$ cat src/rtl/rail_sig_pkg.sv
// Shared types for the axle counter and the signalling stage it feeds.
package rail_sig_pkg;

  typedef enum logic [1:0] {
    CLEAR    = 2'd0,
    OCCUPIED = 2'd1,
    FAULT    = 2'd2
  } axle_state_t;

  // Aspect encoding consumed by the downstream signalling stage.
  typedef enum logic [1:0] {
    ASPECT_RED           = 2'b00,
    ASPECT_YELLOW        = 2'b01,
    ASPECT_DOUBLE_YELLOW = 2'b10,
    ASPECT_GREEN         = 2'b11
  } aspect_t;

endpackage

$ cat src/rtl/sensor_debounce.sv
// Treadle conditioning: 2-FF synchroniser, debouncer and one-cycle rising-edge event.
module sensor_debounce #(
  parameter int DEBOUNCE_CYCLES = 4
) (
  input  logic clk,
  input  logic clr,
  input  logic raw,
  output logic level,
  output logic rise
);

  localparam logic [7:0] RUN_LAST = 8'(DEBOUNCE_CYCLES - 1);

  logic       meta;
  logic       sync;
  logic [1:0] valid;
  logic       armed;
  logic       level_q;
  logic [7:0] run;

  always_ff @(posedge clk or negedge clr) begin
    if (!clr) begin
      meta  <= 1'b0;
      sync  <= 1'b0;
      valid <= 2'b00;
    end else begin
      meta  <= raw;
      sync  <= meta;
      valid <= {valid[0], 1'b1};
    end
  end

  // Until a debounced low has been seen after reset the sensor stays disarmed,
  // so a wheel parked on the treadle at power-up cannot count as an axle.
  always_ff @(posedge clk or negedge clr) begin
    if (!clr) begin
      level   <= 1'b0;
      level_q <= 1'b0;
      armed   <= 1'b0;
      run     <= '0;
    end else begin
      level_q <= level;
      if (!valid[1]) begin
        run <= '0;
      end else if (!armed) begin
        if (sync) begin
          run <= '0;
        end else if (run == RUN_LAST) begin
          armed <= 1'b1;
          run   <= '0;
        end else begin
          run <= run + 8'd1;
        end
      end else if (sync != level) begin
        if (run == RUN_LAST) begin
          level <= sync;
          run   <= '0;
        end else begin
          run <= run + 8'd1;
        end
      end else begin
        run <= '0;
      end
    end
  end

  assign rise = level & ~level_q;

endmodule

$ cat src/rtl/track_section_axle_counter.sv
// Block-section axle counter producing the occupancy input x; fails safe to occupied.
// Optional occupancy supervision timeout enabled by defining AXLE_TIMEOUT_EN.
module track_section_axle_counter
  import rail_sig_pkg::*;
#(
  parameter int DEBOUNCE_CYCLES = 4,
  parameter int CNT_W           = 8,
  parameter int TIMEOUT_CYCLES  = 1000
) (
  input  logic             clk,
  input  logic             clr,
  input  logic             s_in,
  input  logic             s_out,
  input  logic             sec_rst,
  output logic             x,
  output logic [CNT_W-1:0] axle_count,
  output logic             fault
);

  localparam logic [CNT_W-1:0] CNT_MAX = '1;

  axle_state_t      state;
  axle_state_t      state_nxt;
  logic [CNT_W-1:0] count_nxt;
  logic             lvl_in;
  logic             lvl_out;
  logic             ev_in;
  logic             ev_out;
  logic             inc;
  logic             dec;
  logic             idle;
  logic             timeout_hit;

  if (DEBOUNCE_CYCLES < 2 || DEBOUNCE_CYCLES > 255 || CNT_W < 1 || TIMEOUT_CYCLES < 1) begin : g_bad_params
    $error("track_section_axle_counter: parameter out of range");
  end

  sensor_debounce #(.DEBOUNCE_CYCLES(DEBOUNCE_CYCLES)) u_in (
    .clk   (clk),
    .clr   (clr),
    .raw   (s_in),
    .level (lvl_in),
    .rise  (ev_in)
  );

  sensor_debounce #(.DEBOUNCE_CYCLES(DEBOUNCE_CYCLES)) u_out (
    .clk   (clk),
    .clr   (clr),
    .raw   (s_out),
    .level (lvl_out),
    .rise  (ev_out)
  );

  assign inc  = ev_in & ~ev_out;
  assign dec  = ev_out & ~ev_in;
  assign idle = ~lvl_in & ~lvl_out;

`ifdef AXLE_TIMEOUT_EN
  localparam int TMR_W = $clog2(TIMEOUT_CYCLES + 1);
  localparam logic [TMR_W-1:0] TMR_LAST = TMR_W'(TIMEOUT_CYCLES - 1);

  logic [TMR_W-1:0] timer;

  always_ff @(posedge clk or negedge clr) begin
    if (!clr) begin
      timer <= '0;
    end else if (state != OCCUPIED || ev_in || ev_out) begin
      timer <= '0;
    end else begin
      timer <= timer + 1'b1;
    end
  end

  assign timeout_hit = (state == OCCUPIED) && !(ev_in || ev_out) && (timer == TMR_LAST);
`else
  assign timeout_hit = 1'b0;
`endif

  always_ff @(posedge clk or negedge clr) begin
    if (!clr) begin
      state      <= CLEAR;
      axle_count <= '0;
    end else begin
      state      <= state_nxt;
      axle_count <= count_nxt;
    end
  end

  // In FAULT the count keeps moving, saturating, purely as a diagnostic aid.
  always_comb begin
    state_nxt = state;
    count_nxt = axle_count;
    case (state)
      CLEAR: begin
        if (inc) begin
          state_nxt = OCCUPIED;
          count_nxt = CNT_W'(1);
        end else if (dec) begin
          state_nxt = FAULT;
        end
      end
      OCCUPIED: begin
        if (inc) begin
          if (axle_count == CNT_MAX) state_nxt = FAULT;
          else                       count_nxt = axle_count + 1'b1;
        end else if (dec) begin
          count_nxt = axle_count - 1'b1;
          if (axle_count == CNT_W'(1)) state_nxt = CLEAR;
        end else if (timeout_hit) begin
          state_nxt = FAULT;
        end
      end
      FAULT: begin
        if (sec_rst && idle) begin
          state_nxt = CLEAR;
          count_nxt = '0;
        end else if (inc && axle_count != CNT_MAX) begin
          count_nxt = axle_count + 1'b1;
        end else if (dec && axle_count != '0) begin
          count_nxt = axle_count - 1'b1;
        end
      end
      default: begin
        state_nxt = CLEAR;
        count_nxt = '0;
      end
    endcase
  end

  assign x     = (state != CLEAR);
  assign fault = (state == FAULT);

endmodule

$ cat config.mk
export PLATFORM = sky130hd
export DESIGN_NAME = track_section_axle_counter
export DESIGN_NICKNAME = d
export VERILOG_FILES = /design/src/rtl/rail_sig_pkg.sv /design/src/rtl/sensor_debounce.sv /design/src/rtl/track_section_axle_counter.sv
export SDC_FILE = /design/constraint.sdc
export NUM_CORES = 1
export LEC_CHECK = 0
export ABC_CLOCK_PERIOD_IN_PS = 5900
export BUFFER_PORTS_ARGS = -buffer_cell sky130_fd_sc_hd__buf_4
export CAP_MARGIN = 15
export CORE_ASPECT_RATIO = 0.9
export CORE_MARGIN = 5
export CORE_UTILIZATION = 45
export DETAILED_ROUTE_END_ITERATION = 7
export GPL_ROUTABILITY_DRIVEN = 1
export SETUP_SLACK_MARGIN = 0.15
export SYNTH_ARGS = -nofsm -noshare
export SYNTH_HDL_FRONTEND = slang
export SYNTH_SLANG_ARGS = --single-unit
$ cat constraint.sdc
create_clock -name clk -period 5.9 [get_ports clk]
set_clock_uncertainty 0.05 [all_clocks]
set_input_delay 0.885 -clock clk [delete_from_list [all_inputs] [get_ports clk]]
set_output_delay 0.885 -clock clk [all_outputs]
set_load 0.05 [all_outputs]
Word level (Yosys, flattened, before mapping)

Index checks and enable logic that the tools add are counted.
W data, S select, Z words.

$add $sub $neg: 4
Multipliers: 0
Div/mod/pow operators: 0
Order comparisons: 0
Equality and inequality tests: 17
Shifts and indexed selects: 0
Mux-type cells: 32
Bitwise gates (word level): 11
Reductions and logical operators: 10

Operators by type and width:

| operator              | number |
|---|---|
| $mux W8               | 17 |
| $add A8 B1 Y8 const B | 3 |
| $pmux W8 S3           | 1 |
| $eq A8 B2 Y1 const B  | 2 |
| $ne A3 B3 Y1 const B  | 5 |
| $mux W2               | 7 |
| $reduce_and A4 Y1     | 3 |
| $eq A8 B1 Y1 const B  | 1 |
| $eq A8 B8 Y1 const B  | 1 |
| $ne A8 B8 Y1 const B  | 1 |
| $reduce_bool A8 Y1    | 1 |
| $sub A8 B1 Y8 const B | 1 |
| $mux W1               | 6 |
| $not A1 Y1            | 6 |
| $pmux W2 S3           | 1 |
| $and A1 B1 Y1         | 5 |
| $reduce_and A5 Y1     | 1 |
| $ne A4 B1 Y1 const B  | 1 |
| $logic_and A1 B1 Y1   | 3 |
| $eq A2 B1 Y1 const B  | 1 |
| $eq A2 B2 Y1 const B  | 1 |
| $logic_not A2 Y1      | 1 |
| $ne A1 B1 Y1          | 2 |
| $ne A2 B1 Y1 const B  | 1 |
| other kinds (2)       | 2 |

Bits in registers: 40
Latch bits: 0
RAM bits: 0
Bits in read-only memories: 0
Output and inout bits: 10
Memories: 0

Depth between registers and ports, before layout

Depth in word-level cells: 9
Mapped depth: 11
Depth with buffers taken out: 9

Cells and area by module

Synthesis repeated with hierarchy kept, for this count alone.

Cells, all modules: 231
Area, all modules: 2492.4 µm²

By module, submodules not included:

| module                     | instances | cells an instance | area an instance (µm²) | seq. area each (µm²) |
|---|---|---|---|---|
| sensor_debounce            | 2         | 55                | 695.7                  | 375.4 |
| track_section_axle_counter | 1         | 121               | 1101.1                 | 250.2 |

Least setup slack after synthesis

Ideal clock, no wire load.

Path type: reg2reg
Start point: register axle_count[0]
End point: register axle_count[2]
Setup time: 0.122 ns
Arrival: 2.229 ns
Slack: 3.500 ns
Stages on the path, launching flop included: 7
Clock period less this slack: 2.400 ns
Cells stage by stage: dfrtp_1 -> ha_1 -> nand3_1 -> nor2_2 -> o22ai_1 -> a221o_2 -> a32o_1

Cells in the longest elaborated chain, start to end: 5
Elaborated cells on any way between the ends: 17

Ends and longest elaborated chain:

| what                                           | line                                                                                                    | RTL |
|---|---|---|
| start: declaration                             | track_section_axle_counter.sv:16                                                                        | `output logic [CNT_W-1:0] axle_count,` |
| start signal: assignment                       | track_section_axle_counter.sv:85                                                                        | `axle_count <= count_nxt;` |
| $sub A8 B1 Y8 or $ne A8 B8 Y1 (tied branches)  | track_section_axle_counter.sv:107, track_section_axle_counter.sv:120, track_section_axle_counter.sv:117 |  |
| $mux W8 or $logic_and A1 B1 Y1 (tied branches) | track_section_axle_counter.sv:119, track_section_axle_counter.sv:117                                    |  |
| $mux W8                                        | track_section_axle_counter.sv:117                                                                       | `end else if (inc && axle_count != CNT_MAX) begin` |
| $mux W8                                        | track_section_axle_counter.sv:114                                                                       | `if (sec_rst && idle) begin` |
| $pmux W8 S3                                    | track_section_axle_counter.sv:93                                                                        | `case (state)` |

Several ways; a longest one is shown, not always the timed one. The select of a mux whose other input is x is not followed.
A chain may end at the register's enable or synchronous reset.

Worst setup path in the final report

Ends and elaborated chain as after synthesis.

==> impl_metrics.csv <==
group,metric,value,unit
status,status,"completed",
final_layout,final_nets,240,
floorplanning,die-width,82.5,um
sta,fin_tns_setup,0,ns
power,pwr-share-seq,43.9,%
power,max-vdd-ir-drop,0.000206,V
routing,vias,1613,
yosys,synth_cell_types,56,
power,swShare,27.1,%
clocking,cts_resized,0,
yosys,syn_area_per_cell,9.89,um2
routing,wl,4210,um
routing,first_pass_iters,4,
yosys,netlist_instances,215,
critical_path,worstSetupPathType,"reg -> reg",
critical_path,crit_chain,"ha_1 -> nand3_1 -> nor2_2 -> o22ai_1 -> a221o_2 -> a32o_1",
floorplanning,core.rowCount,23,
floorplanning,die_h,75.2,um
clocking,cts_sinks,38,
grt,grt_pass1_wl,7290,um
yosys,ys.flop_type,"dfrtp_1",
yosys,synth_nets,228,
clocking,postCtsSetupRepairBufs,0,
place,dpl.hpwl,2940,um
power,cellPowerDensity,280,mW/mm2
yosys,synth_top_area_share,44.7,%
clocking,ctsHtreeMaxLevel,2,
routing,antenna_left,0,
place,routabilityCongestion,0.845,
clocking,path_clk_slew,0.08,ns
routing,wl_per_cell,14.5,um
sta,final_hold_viol_count,0,
power,p_sw,0.182,mW
critical_path,cp-start-kind,"register",
yosys,ys_seq_area_share,44.7,%
sta,rsz0062_at_grt,"false",
critical_path,critPathBufInv,0,
yosys,synth_top_cell_by_area,"dfrtp_1",
sta,slew_violations,0,
yosys,synth.area.top_cells,"dfrtp_1 45%, xor2_1 4.9%, ha_1 4.7%",
clocking,cts_buffer_depth,2,
floorplanning,start_util,47.1,%
power,p_clk_share,39.4,%
yosys,synthArstFlopShare,100,%
power,p_comb_share,16.7,%
sta,period_minus_slack,2.40,ns
grt,grt-ovfl-total,0,
hold_path,hold_path.class,"reg -> reg",
sta,worst_pin_slew,0.550,ns
final_layout,utilization,52.8,%
final_layout,num_antenna_cells,0,
power,power.internal,0.487,mW
floorplanning,core,0.00452,mm2
clocking,cts_root_buffer,"clkbuf_8",
power,power.leakage,1.07,nW
critical_path,crit_required,6.04,ns
sta,setup_viol_count_final,0,
routing,drc,0,
clocking,hold_buffers,0,
final_layout,fill_cells,423,
final_layout,drive_above_1_share,16.7,%
grt,grt_max_degree,39,
yosys,synth_edf_count,0,
grt,antenna_found_initial,0,
critical_path,crit_family,"compound AO/OA/AOI/OAI gates",
sta,max_freq,0.417,GHz
job,max_cap_viol_count,0,
clocking,clk_latency,0.29,ns
grt,track_usage,15.6,%
floorplanning,io_pins,15,
critical_path,slowest_stage,"dfrtp_1",
yosys,synth_area,0.00213,mm2
routing,viasPerCell,5.56,
clocking,cts_buffers,5,
place,port_buffers,14,
yosys,synth_common_cells,"38 x dfrtp_1, 25 x nor2_1, 16 x nand3_1",
final_layout,area_delta_synth_final,12.2,%
critical_path,crit_fanout,11,
yosys,synth_seq_cells,38,
critical_path,worst_setup_path_end_kind,"register",
floorplanning,fp.dieArea,0.00620,mm2
critical_path,arrival,2.54,ns
clocking,cts_tree,"done",
yosys,synth.most_common_cell,"dfrtp_1",
critical_path,worst_path_largest_cell_delay,0.58,ns
sta,relSlewSlack,63.3,%
sta,finalCritPeriodShare,40.7,%
routing,drt_iter0_drc,119,
grt,grt_pass1_vias,1574,
yosys,ys.warnings.count,0,
[power by group through the flow]
stage          logic [mW]  clock network (mW)  registers [mW]
3_3_place_gp        0.110                   0           0.297
4_1_cts             0.113               0.272           0.293
6_report            0.112               0.264           0.294
5_1_grt             0.124               0.283           0.297
3_5_place_dp        0.111                   0           0.298
2_1_floorplan      0.0780                   0           0.302
[flip-flops by register name (all words and copies together), names as in the netlist, 2 cells and up]
signal / flops
u_out.run: 8
axle_count: 8
u_in.run: 8
state: 2
[placed cells by master (no fill, tap or decap), types with 6 or more instances in the layout]
master,synthesis,final
nand2_1,11,11
ha_1,8,8
o21ai_0,6,6
nand3_1,16,16
buf_4,2,14
xnor2_1,7,7
xor2_1,12,12
nor2_1,25,25
dfrtp_1,38,38
inv_1,10,10
[cells by family after synthesis]
group | after synthesis | share of synthesized area [%]
other cells | 1 | 0.176
flops | 38 | 44.7
compound gates | 44 | 15.7
simple gates | 84 | 21.2
mux | 2 | 1.06
fa+ha+maj | 8 | 4.71
xor+xnor | 19 | 7.83
buf+inv | 19 | 4.65
[layer usage]
layer / vias up / GRT usage [%] / wire [um]
met2: 33 / 25.9 / 2090
met5: - / 0 / 0
met4: 0 / 4.43 / 57
li1: 791 / - / -
met1: 784 / 19.6 / 1870
met3: 5 / 4.78 / 182
[area by class of cell]
cell class                      instances  area, um2  area share [%]
Multi-Input combinational cell        158       1080            45.1
Sequential cell                        38        951            39.9
Timing Repair Buffer                   14        105            4.41
Tap cell                               62       77.6            3.25
Clock buffer                            5       68.8            2.89
Clock inverter                          3       68.8            2.89
Inverter                               10       37.5            1.57
[per-stage QoR]
| stage | power (mW) | area [um2] | std cells | setup slack, ns | hold WS, ns |
|---|---|---|---|---|---|
| final | 0.669 | 2380 | 290 | 3.50 | 0.302 |
| after global routing | 0.703 | 2380 | 290 | 3.36 | 0.324 |
| after CTS | 0.678 | 2380 | 290 | 3.50 | 0.303 |
| after detailed placement | 0.410 | 2250 | 282 | 3.34 | 0.285 |
| after global placement | 0.407 | 2250 | 282 | 3.35 | 0.283 |
| after floorplan | 0.380 | 2130 | 215 | 3.50 | 0.281 |
[worst paths after layout]
kind | start | to | slack (ns) | depth (start not counted)
worst min-delay path | u_in.meta | u_in.sync | 0.30 | 0
worst max register to register | axle_count[0] | axle_count[2] | 3.50 | 6
worst min register to register | u_in.meta | u_in.sync | 0.30 | 0
max in group asynchronous | clr | u_in.run[5] | 4.97 | 1
worst max-delay path | axle_count[0] | axle_count[2] | 3.50 | 6
min in group asynchronous | clr | axle_count[2] | 0.50 | 1
Power figures use the tool's default switching activity.
